$ cat config.mk
export PLATFORM = sky130hd
export DESIGN_NAME = mnist_frame_capture
export DESIGN_NICKNAME = d
export VERILOG_FILES = /design/src/rtl/mnist_pkg.sv /design/src/rtl/block_accum_bank.sv /design/src/rtl/mnist_frame_capture.sv
export SDC_FILE = /design/constraint.sdc
export NUM_CORES = 1
export LEC_CHECK = 0
export ABC_AREA = 0
export BUFFER_PORTS_ARGS = -buffer_cell sky130_fd_sc_hd__buf_2
export CAP_MARGIN = 15
export CORE_MARGIN = 2
export CORE_UTILIZATION = 25
export CTS_BUF_LIST = sky130_fd_sc_hd__clkbuf_4 sky130_fd_sc_hd__clkbuf_8
export CTS_CLUSTER_DIAMETER = 200
export CTS_CLUSTER_SIZE = 40
export DETAILED_ROUTE_END_ITERATION = 12
export PLACE_DENSITY = 0.46
export SETUP_SLACK_MARGIN = 0.1
export SYNTH_ARGS = -nofsm -noshare
export SYNTH_HDL_FRONTEND = slang
export SYNTH_SLANG_ARGS = --single-unit
$ cat constraint.sdc
create_clock -name clk -period 4.05 [get_ports clk]
set_clock_uncertainty 0.1 [all_clocks]
set_input_delay 0 -clock clk [delete_from_list [all_inputs] [get_ports clk]]
set_output_delay 0 -clock clk [all_outputs]
set_load 0.05 [all_outputs]
$ cat src/rtl/mnist_pkg.sv
// Shared definitions for the MNIST capture path: classifier image geometry and capture FSM states.
package mnist_pkg;

    localparam int unsigned IMG_DIM    = 28;
    localparam int unsigned IMG_PIXELS = 784;
    localparam int unsigned IMG_ADDR_W = 10;
    localparam int unsigned PIX_W      = 8;
    localparam int unsigned COORD_W    = 10;
    localparam int unsigned BC_W       = 5;

    typedef enum logic [1:0] {
        StIdle,
        StArmed,
        StCapture,
        StDone
    } cap_state_e;

endpackage

$ cat src/rtl/block_accum_bank.sv
// One accumulator per output column; sums the ROI pixels of the block row currently being scanned.
module block_accum_bank
    import mnist_pkg::*;
#(
    parameter int unsigned ACC_W = 14
) (
    input  logic             clk,
    input  logic             rst_n,
    input  logic [BC_W-1:0]  bc,
    input  logic             add_en,
    input  logic [PIX_W-1:0] add_val,
    input  logic             clr_en,
    input  logic             clr_all,
    output logic [ACC_W-1:0] sum_out
);

    logic [ACC_W-1:0] acc [IMG_DIM];

    assign sum_out = acc[bc] + ACC_W'(add_val);

    // clr_all restarts a frame; the pixel arriving with it still seeds its own block.
    always_ff @(posedge clk or negedge rst_n) begin
        if (!rst_n) begin
            for (int unsigned i = 0; i < IMG_DIM; i++) begin
                acc[i] <= '0;
            end
        end else begin
            for (int unsigned i = 0; i < IMG_DIM; i++) begin
                if (add_en && (bc == BC_W'(i))) begin
                    if (clr_en) begin
                        acc[i] <= '0;
                    end else if (clr_all) begin
                        acc[i] <= ACC_W'(add_val);
                    end else begin
                        acc[i] <= sum_out;
                    end
                end else if (clr_all) begin
                    acc[i] <= '0;
                end
            end
        end
    end

endmodule

$ cat src/rtl/mnist_frame_capture.sv
// Taps the raster pixel stream, box-averages a square ROI down to 28x28 and writes it to the
// classifier input RAM, one capture per start request.
module mnist_frame_capture
    import mnist_pkg::*;
#(
    parameter int unsigned SCALE  = 8,
    parameter int unsigned ROI_X0 = 208,
    parameter int unsigned ROI_Y0 = 128,
    parameter bit          INVERT = 1'b0
) (
    input  logic                  clk,
    input  logic                  rst_n,
    input  logic                  start,
    input  logic                  pix_valid,
    input  logic [COORD_W-1:0]    pix_x,
    input  logic [COORD_W-1:0]    pix_y,
    input  logic [PIX_W-1:0]      pix_data,
    output logic                  wr_en,
    output logic [IMG_ADDR_W-1:0] wr_addr,
    output logic [PIX_W-1:0]      wr_data,
    output logic                  busy,
    output logic                  done
);

    localparam int unsigned SH       = $clog2(SCALE);
    localparam int unsigned ACC_W    = PIX_W + 2 * SH;
    localparam int unsigned ROI_SIDE = IMG_DIM * SCALE;
    localparam int unsigned CW1      = COORD_W + 1;

    localparam logic [CW1-1:0] X_LO = CW1'(ROI_X0);
    localparam logic [CW1-1:0] X_HI = CW1'(ROI_X0 + ROI_SIDE);
    localparam logic [CW1-1:0] Y_LO = CW1'(ROI_Y0);
    localparam logic [CW1-1:0] Y_HI = CW1'(ROI_Y0 + ROI_SIDE);

    localparam logic [IMG_ADDR_W-1:0] DIM_A     = IMG_ADDR_W'(IMG_DIM);
    localparam logic [IMG_ADDR_W-1:0] LAST_ADDR = IMG_ADDR_W'(IMG_PIXELS - 1);

    cap_state_e state_q, state_d;

    logic                  wr_en_q;
    logic [IMG_ADDR_W-1:0] wr_addr_q;
    logic [PIX_W-1:0]      wr_data_q;

    logic                  sof;
    logic                  in_roi;
    logic [COORD_W-1:0]    x_off, y_off;
    logic [BC_W-1:0]       bc, br;
    logic [SH-1:0]         sx, sy;
    logic                  active;
    logic                  restart;
    logic                  pix_take;
    logic                  complete;
    logic [ACC_W-1:0]      sum_out;
    logic [PIX_W-1:0]      avg;
    logic [PIX_W-1:0]      out_val;
    logic [IMG_ADDR_W-1:0] blk_addr;

    assign sof = pix_valid && (pix_x == '0) && (pix_y == '0);

    assign in_roi = ({1'b0, pix_x} >= X_LO) && ({1'b0, pix_x} < X_HI) &&
                    ({1'b0, pix_y} >= Y_LO) && ({1'b0, pix_y} < Y_HI);

    // SCALE is a power of two, so block index and sub-position are plain bit fields.
    assign x_off = pix_x - COORD_W'(ROI_X0);
    assign y_off = pix_y - COORD_W'(ROI_Y0);
    assign bc    = BC_W'(x_off >> SH);
    assign br    = BC_W'(y_off >> SH);
    assign sx    = SH'(x_off);
    assign sy    = SH'(y_off);

    always_comb begin
        state_d = state_q;
        active  = 1'b0;
        restart = 1'b0;
        unique case (state_q)
            StIdle: begin
                if (start) state_d = StArmed;
            end
            StArmed: begin
                if (sof) begin
                    state_d = StCapture;
                    active  = 1'b1;
                    restart = 1'b1;
                end
            end
            StCapture: begin
                if (wr_en_q && (wr_addr_q == LAST_ADDR)) begin
                    state_d = StDone;
                end else begin
                    active  = 1'b1;
                    restart = sof;
                end
            end
            StDone: begin
                state_d = StIdle;
            end
            default: state_d = StIdle;
        endcase
    end

    assign pix_take = active && pix_valid && in_roi;
    assign complete = pix_take && (&sx) && (&sy);

    block_accum_bank #(
        .ACC_W (ACC_W)
    ) u_bank (
        .clk     (clk),
        .rst_n   (rst_n),
        .bc      (bc),
        .add_en  (pix_take),
        .add_val (pix_data),
        .clr_en  (complete),
        .clr_all (restart),
        .sum_out (sum_out)
    );

    assign avg      = PIX_W'(sum_out >> (2 * SH));
    // Bitwise complement of an 8-bit value is exactly 255 - value.
    assign out_val  = INVERT ? ~avg : avg;
    assign blk_addr = IMG_ADDR_W'(br) * DIM_A + IMG_ADDR_W'(bc);

    always_ff @(posedge clk or negedge rst_n) begin
        if (!rst_n) begin
            state_q   <= StIdle;
            wr_en_q   <= 1'b0;
            wr_addr_q <= '0;
            wr_data_q <= '0;
        end else begin
            state_q <= state_d;
            wr_en_q <= complete;
            if (complete) begin
                wr_addr_q <= blk_addr;
                wr_data_q <= out_val;
            end
        end
    end

    assign wr_en   = wr_en_q;
    assign wr_addr = wr_addr_q;
    assign wr_data = wr_data_q;
    assign busy    = (state_q != StIdle);
    assign done    = (state_q == StDone);

endmodule
# After elaboration in Yosys (flattened, before gate mapping)
# Index checks and enable logic that the tools add are counted.
# classes
add_sub_neg	4
multipliers	1
n_lt_le_gt_ge	5
eq_ne	34
muxes	43
bitwise	1
n_reduce_logical	74
# op_table
cell	count
$mux 14	33
$bmux 14 s5	1
$eq 5x5->1 const B	12
$reduce_bool 2->1	29
$eq 5x4->1 const B	8
$logic_and 1x1->1	38
$eq 5x3->1 const B	4
$ge 10x8->1 const B	2
$logic_not 10->1	2
$lt 10x9->1 const B	2
$sub 8x8->8 const B	2
$add 14x8->14	1
$add 10x5->10	1
$eq 10x10->1 const B	1
$eq 5x2->1 const B	2
$reduce_and 3->1	3
$mul 5x3->8 const B	1
$pmux 2 s4	1
$ge 6x6->1 const B	1
$mux 2	3
$ne 2x2->1 const B	3
$not 5->6	1
$eq 5x1->1 const B	1
$logic_not 5->1	1
other kinds (5)	9
# word_totals
ff_bits	413
inputBits	32
word_cells	194

# Longest topological paths before layout
# depth
word_depth	11
mapped_depth	30
ltp_nobuf	19

# Modules after synthesis
# Synthesis repeated with hierarchy kept, for this count alone.
# hier_totals
cells_unflattened	1865
hier_area_um2	21346.7
# by_module_without_submodules
mod	n_inst	cells_each	area_per_inst_um2	seq_area_each_um2
block_accum_bank	1	1711	19636.3	9809.4
mnist_frame_capture	1	154	1710.4	525.5

# Worst setup path before layout
# Ideal clock, no wire load.
# synth_path
path_type	input to register
from	input pix_x[4]
to	register u_bank.acc[262] (netlist bit)
arrival_time_ns	5.597
t_required_ns	3.883
setup_slack_ns	-1.715
path_stages	28
cell_sequence	buf_4 buf_4 buf_4 buf_4 buf_2 buf_1 inv_1 ha_1 xnor2_1 inv_1 buf_4 buf_2 buf_1 mux4_2 nor2_1 nor2_1 ha_1 inv_1 fa_1 nor2b_1 o21ai_0 a21boi_0 o21a_1 o211a_1 o21ai_0 xor2_1 buf_2 a32o_1
# synth_between
elab_chain_len	11
elab_cells_between_ends	28
cone_classes	add/sub (2); order compare (2); eq/ne (1); mux (10); bitwise (1); reduce/logical (12)
# synth_rtl
item	line	text
from (decl)	mnist_frame_capture.sv:15	input logic [COORD_W-1:0] pix_x,
branches (longest 11 deep; another with $add 14x8->14)	--	
to (signal, indexed assignment)	block_accum_bank.sv:33	acc[i] <= ACC_W'(add_val);
to (signal, indexed assignment)	block_accum_bank.sv:35	acc[i] <= sum_out;
to (decl)	block_accum_bank.sv:17	logic [ACC_W-1:0] acc [IMG_DIM];
# Parallel ways; which one is timed is not known. The select of a mux whose other input is x is not followed.
# A chain may end at the register's enable or synchronous reset.

# Worst setup path in the final report
# layout_path
from	register u_bank.acc[196] (netlist bit)
to	register u_bank.acc[302] (netlist bit)
# layout_between
elab_chain_len	7
# layout_rtl
item	line	text
$bmux 14 s5	block_accum_bank.sv:19	assign sum_out = acc[bc] + ACC_W'(add_val);
$mux 14 (implied by the code) (2 in a row)	block_accum_bank.sv:19	
$add 14x8->14	block_accum_bank.sv:19	
$mux 14	block_accum_bank.sv:32	end else if (clr_all) begin
$mux 14	block_accum_bank.sv:30	if (clr_en) begin
$mux 14	block_accum_bank.sv:29	if (add_en && (bc == BC_W'(i))) begin
# No other way between the ends. The select of a mux whose other input is x is not followed.

==> impl_metrics.env <==
export IMPL_run_status="finished clean"
export IMPL_tns_ps=0
export IMPL_max_cap_violations=0
export IMPL_cts_root_buf="clkbuf_8"
export IMPL_setup_viol=0
export IMPL_worstHoldEndpoint="u_bank.acc[110]"
export IMPL_vias_per_cell=5.23
export IMPL_clk_latency_ps=650
export IMPL_clockBufferDepth=3
export IMPL_r2r_cells=16
export IMPL_fin_crit_sh_pct=97.5
export IMPL_place_hpwl_mm=44.7
export IMPL_wire_per_inst_um=22.2
export IMPL_grt_pass1_wl_mm=103
export IMPL_synth_fa_ha_area_share_pct=2.45
export IMPL_synth_top_family_by_area="simple AND/OR/NAND/NOR gates"
export IMPL_drtIter0Drc=1497
export IMPL_clk_pin_slew_worst_paths_ps=260
export IMPL_synth_compound_area_share_pct=14.4
export IMPL_tritoncts="built"
export IMPL_final_common_cell="dfrtp_1"
export IMPL_synth_ff_type="dfrtp_1"
export IMPL_slew_viol_final=0
export IMPL_grt_setup_unrepaired="true"
export IMPL_fin_cells=3028
export IMPL_synthArstFlopShare_pct=100
export IMPL_synth_distinct_cells=78
export IMPL_cp_start_kind="flip-flop"
export IMPL_wl_mm=67.1
export IMPL_vias=15800
export IMPL_die_x_um=290
export IMPL_crit_path_max_fanout=5
export IMPL_hold_slack_ps=68.2
export IMPL_firstDrtPassIters=7
export IMPL_core_area_mm2=0.0816
export IMPL_synth_simple_area_share_pct=14.7
export IMPL_crit_required_ps=4480
export IMPL_synth_xor_area_share_pct=1.01
export IMPL_min_from="pix_y[8]"
export IMPL_r2r_start="u_bank.acc[196]"
export IMPL_ios=53
export IMPL_grt_pass1_vias=15900
export IMPL_drtAntennaViolNets=0
export IMPL_cts_htree_levels=1
export IMPL_gp_congestion=0.823
export IMPL_max_freq_ghz=0.253
export IMPL_finalHoldViolations=0
export IMPL_die_area_mm2=0.0843
export IMPL_synth_seq_cells=413
export IMPL_row_count=105
export IMPL_floorplan_initialDensity_pct=25.1
export IMPL_worst_setup_path_end_kind="flip-flop"
export IMPL_syn_area_per_cell_um2=10.9
export IMPL_drcViolationCount=0
export IMPL_synth_edff_count=0
export IMPL_area_delta_synth_final_pct=16.9
export IMPL_worst_slew_margin_rel_pct=51.8
export IMPL_seq_area_frac_synth_pct=50.4
export IMPL_synth_net_count=1957
export IMPL_layout_common_cells="413 x dfrtp_1, 332 x nand3_1, 232 x o21ai_0"
export IMPL_hold_class="input port to flip-flop"
export IMPL_critical_path_arrival_ps=4380
export IMPL_reg2reg_setup_slack_ps=100
export IMPL_antenna_found_initial=1
export IMPL_grt_overflow_total=0
export IMPL_period_needed_ps=3950
export IMPL_syn_cell_area_mm2=0.0205
export IMPL_synthCells=1889
export IMPL_yosysTopAreaCell="dfrtp_1"
export IMPL_path_class="flip-flop to flip-flop"
export IMPL_track_usage_pct=15.5
export IMPL_die_h_um=290
export IMPL_ir_drop_uv=234
export IMPL_numCtsBuffers=14
export IMPL_port_buffers=52
export IMPL_r2r_end="u_bank.acc[302]"
export IMPL_yosysTopAreaCellShare_pct=50.4
export IMPL_nNetsFinal=2025
export IMPL_min_path_cells=5
export IMPL_synthTopCellsByArea="dfrtp_1 50%, mux4_2 12%, nand3_1 8.2%, o21ai_0 7.4%, clkbuf_1 2.0%"
export IMPL_p_per_area_mw_per_mm2=319
export IMPL_layout_drive_gt1_share_pct=23.7
export IMPL_p_leak_nw=10.2
export IMPL_ys_warnings_count=0
export IMPL_fillers=8364
export IMPL_muxShareOfSynthArea_pct=12.7
export IMPL_tightest_slew_ps=721
export IMPL_dp_cells=2969
export IMPL_clock_sinks=413
export IMPL_grt_max_degree=100
-- cell families after synthesis --
group,count (synthesis)
AOI/OAI and AO/OA,481
xor gates and xnor gates,22
adders and majority gates,36
buffers and inverters,213
DFF,413
muxes,126
and+or+nand+nor,598
-- power breakdown --
part	internal [mW]	total, mW	switching [mW]	leakage (nW)
registers	4.20	4.24	0.0432	5.76
clock network	0.355	1.65	1.30	0.119
logic	0.655	1.76	1.10	4.28
-- synth_stat cells (10+ instances only) --
cell type and count:
nand3_1 335, a221oi_1 13, buf_1 26, clkbuf_1 109, nor2_1 70, xnor2_1 12, buf_2 30, a21oi_1 19
mux2_2 10, a22oi_1 21, nor3_1 12, o31ai_1 39, a32o_1 34, o21ai_0 304, nand2_1 106, inv_1 31
mux2i_1 10, mux4_2 106, ha_1 29, dfrtp_1 413
-- metrics by stage --
step | setup slack [ps] | cell area, µm² | utilization [%] | total power, mW
after floorplan | -342 | 21000 | - | 5.30
after global placement | -119 | 23000 | 28.2 | 5.88
after detailed placement | -116 | 23000 | 28.2 | 5.90
after CTS | 109 | 23500 | 28.8 | 7.59
after global routing | 5.76 | 24000 | 29.4 | 8.00
final | 100 | 24000 | 29.4 | 7.65
-- critical path: stages, from the launching register on --
cell and delay [ps]:
dfrtp_1 450, mux4_2 490, mux4_2 500, nor2_2 120
nor2_1 60, ha_2 190, inv_2 60, fa_2 200
nor2b_1 60, o21ai_2 170, a21boi_2 90, o21a_1 220
o211a_4 270, or3b_4 430, nand3_4 170, clkbuf_16 190
o21ai_1 60
-- sequential cells by signal, indices dropped and copies added, names as in the netlist --
| register | cells |
|---|---|
| wr_addr | 10 |
| state_q | 2 |
| wr_en | 1 |
| wr_data | 8 |
| u_bank.acc | 392 |
-- how the worst max path moves through the flow --
| stage | start | endpoint | depth (start not counted) |
|---|---|---|---|
| floorplan | pix_x[4] | u_bank.acc[349] | 26 |
| global placement | pix_x[3] | wr_data[7] | 14 |
| detailed placement | pix_x[3] | wr_data[7] | 14 |
| CTS | u_bank.acc[196] | u_bank.acc[26] | 17 |
| global route | u_bank.acc[196] | u_bank.acc[344] | 16 |
| finish | u_bank.acc[196] | u_bank.acc[302] | 16 |
-- routing by layer --
| metal | share of wire [%] | global-route usage, % | vias up |
|---|---|---|---|
| met1 | 47 | 22.0 | 8304 |
| met5 | 0 | 0 | - |
| met4 | 2.5 | 3.99 | 0 |
| met2 | 47 | 25.6 | 363 |
| li1 | - | - | 7122 |
| met3 | 3.7 | 1.38 | 60 |
-- timing repair --
action | CTS | global route
hold buffers | 25 | 0
buffers inserted | 3 | 10
cloned | 0 | 4
endpoints found under the setup margin | 19 | 145
resized for setup | 0 | 61
hold endpoints to repair | 606 | 0
pin swaps | 1 | 15
-- area by class of cell --
cell class	instances	area, µm²	share of cell area (%)
sequential	413	10300	43.1
antenna	1	2.50	0.0104
clock buffer	15	206	0.861
inverter	32	128	0.532
multi-input combinational	1263	9800	40.9
clock inverter	1	30.0	0.125
tap	1070	1340	5.59
timing repair buffer	233	2130	8.87
(Power assumes the default switching activity.)
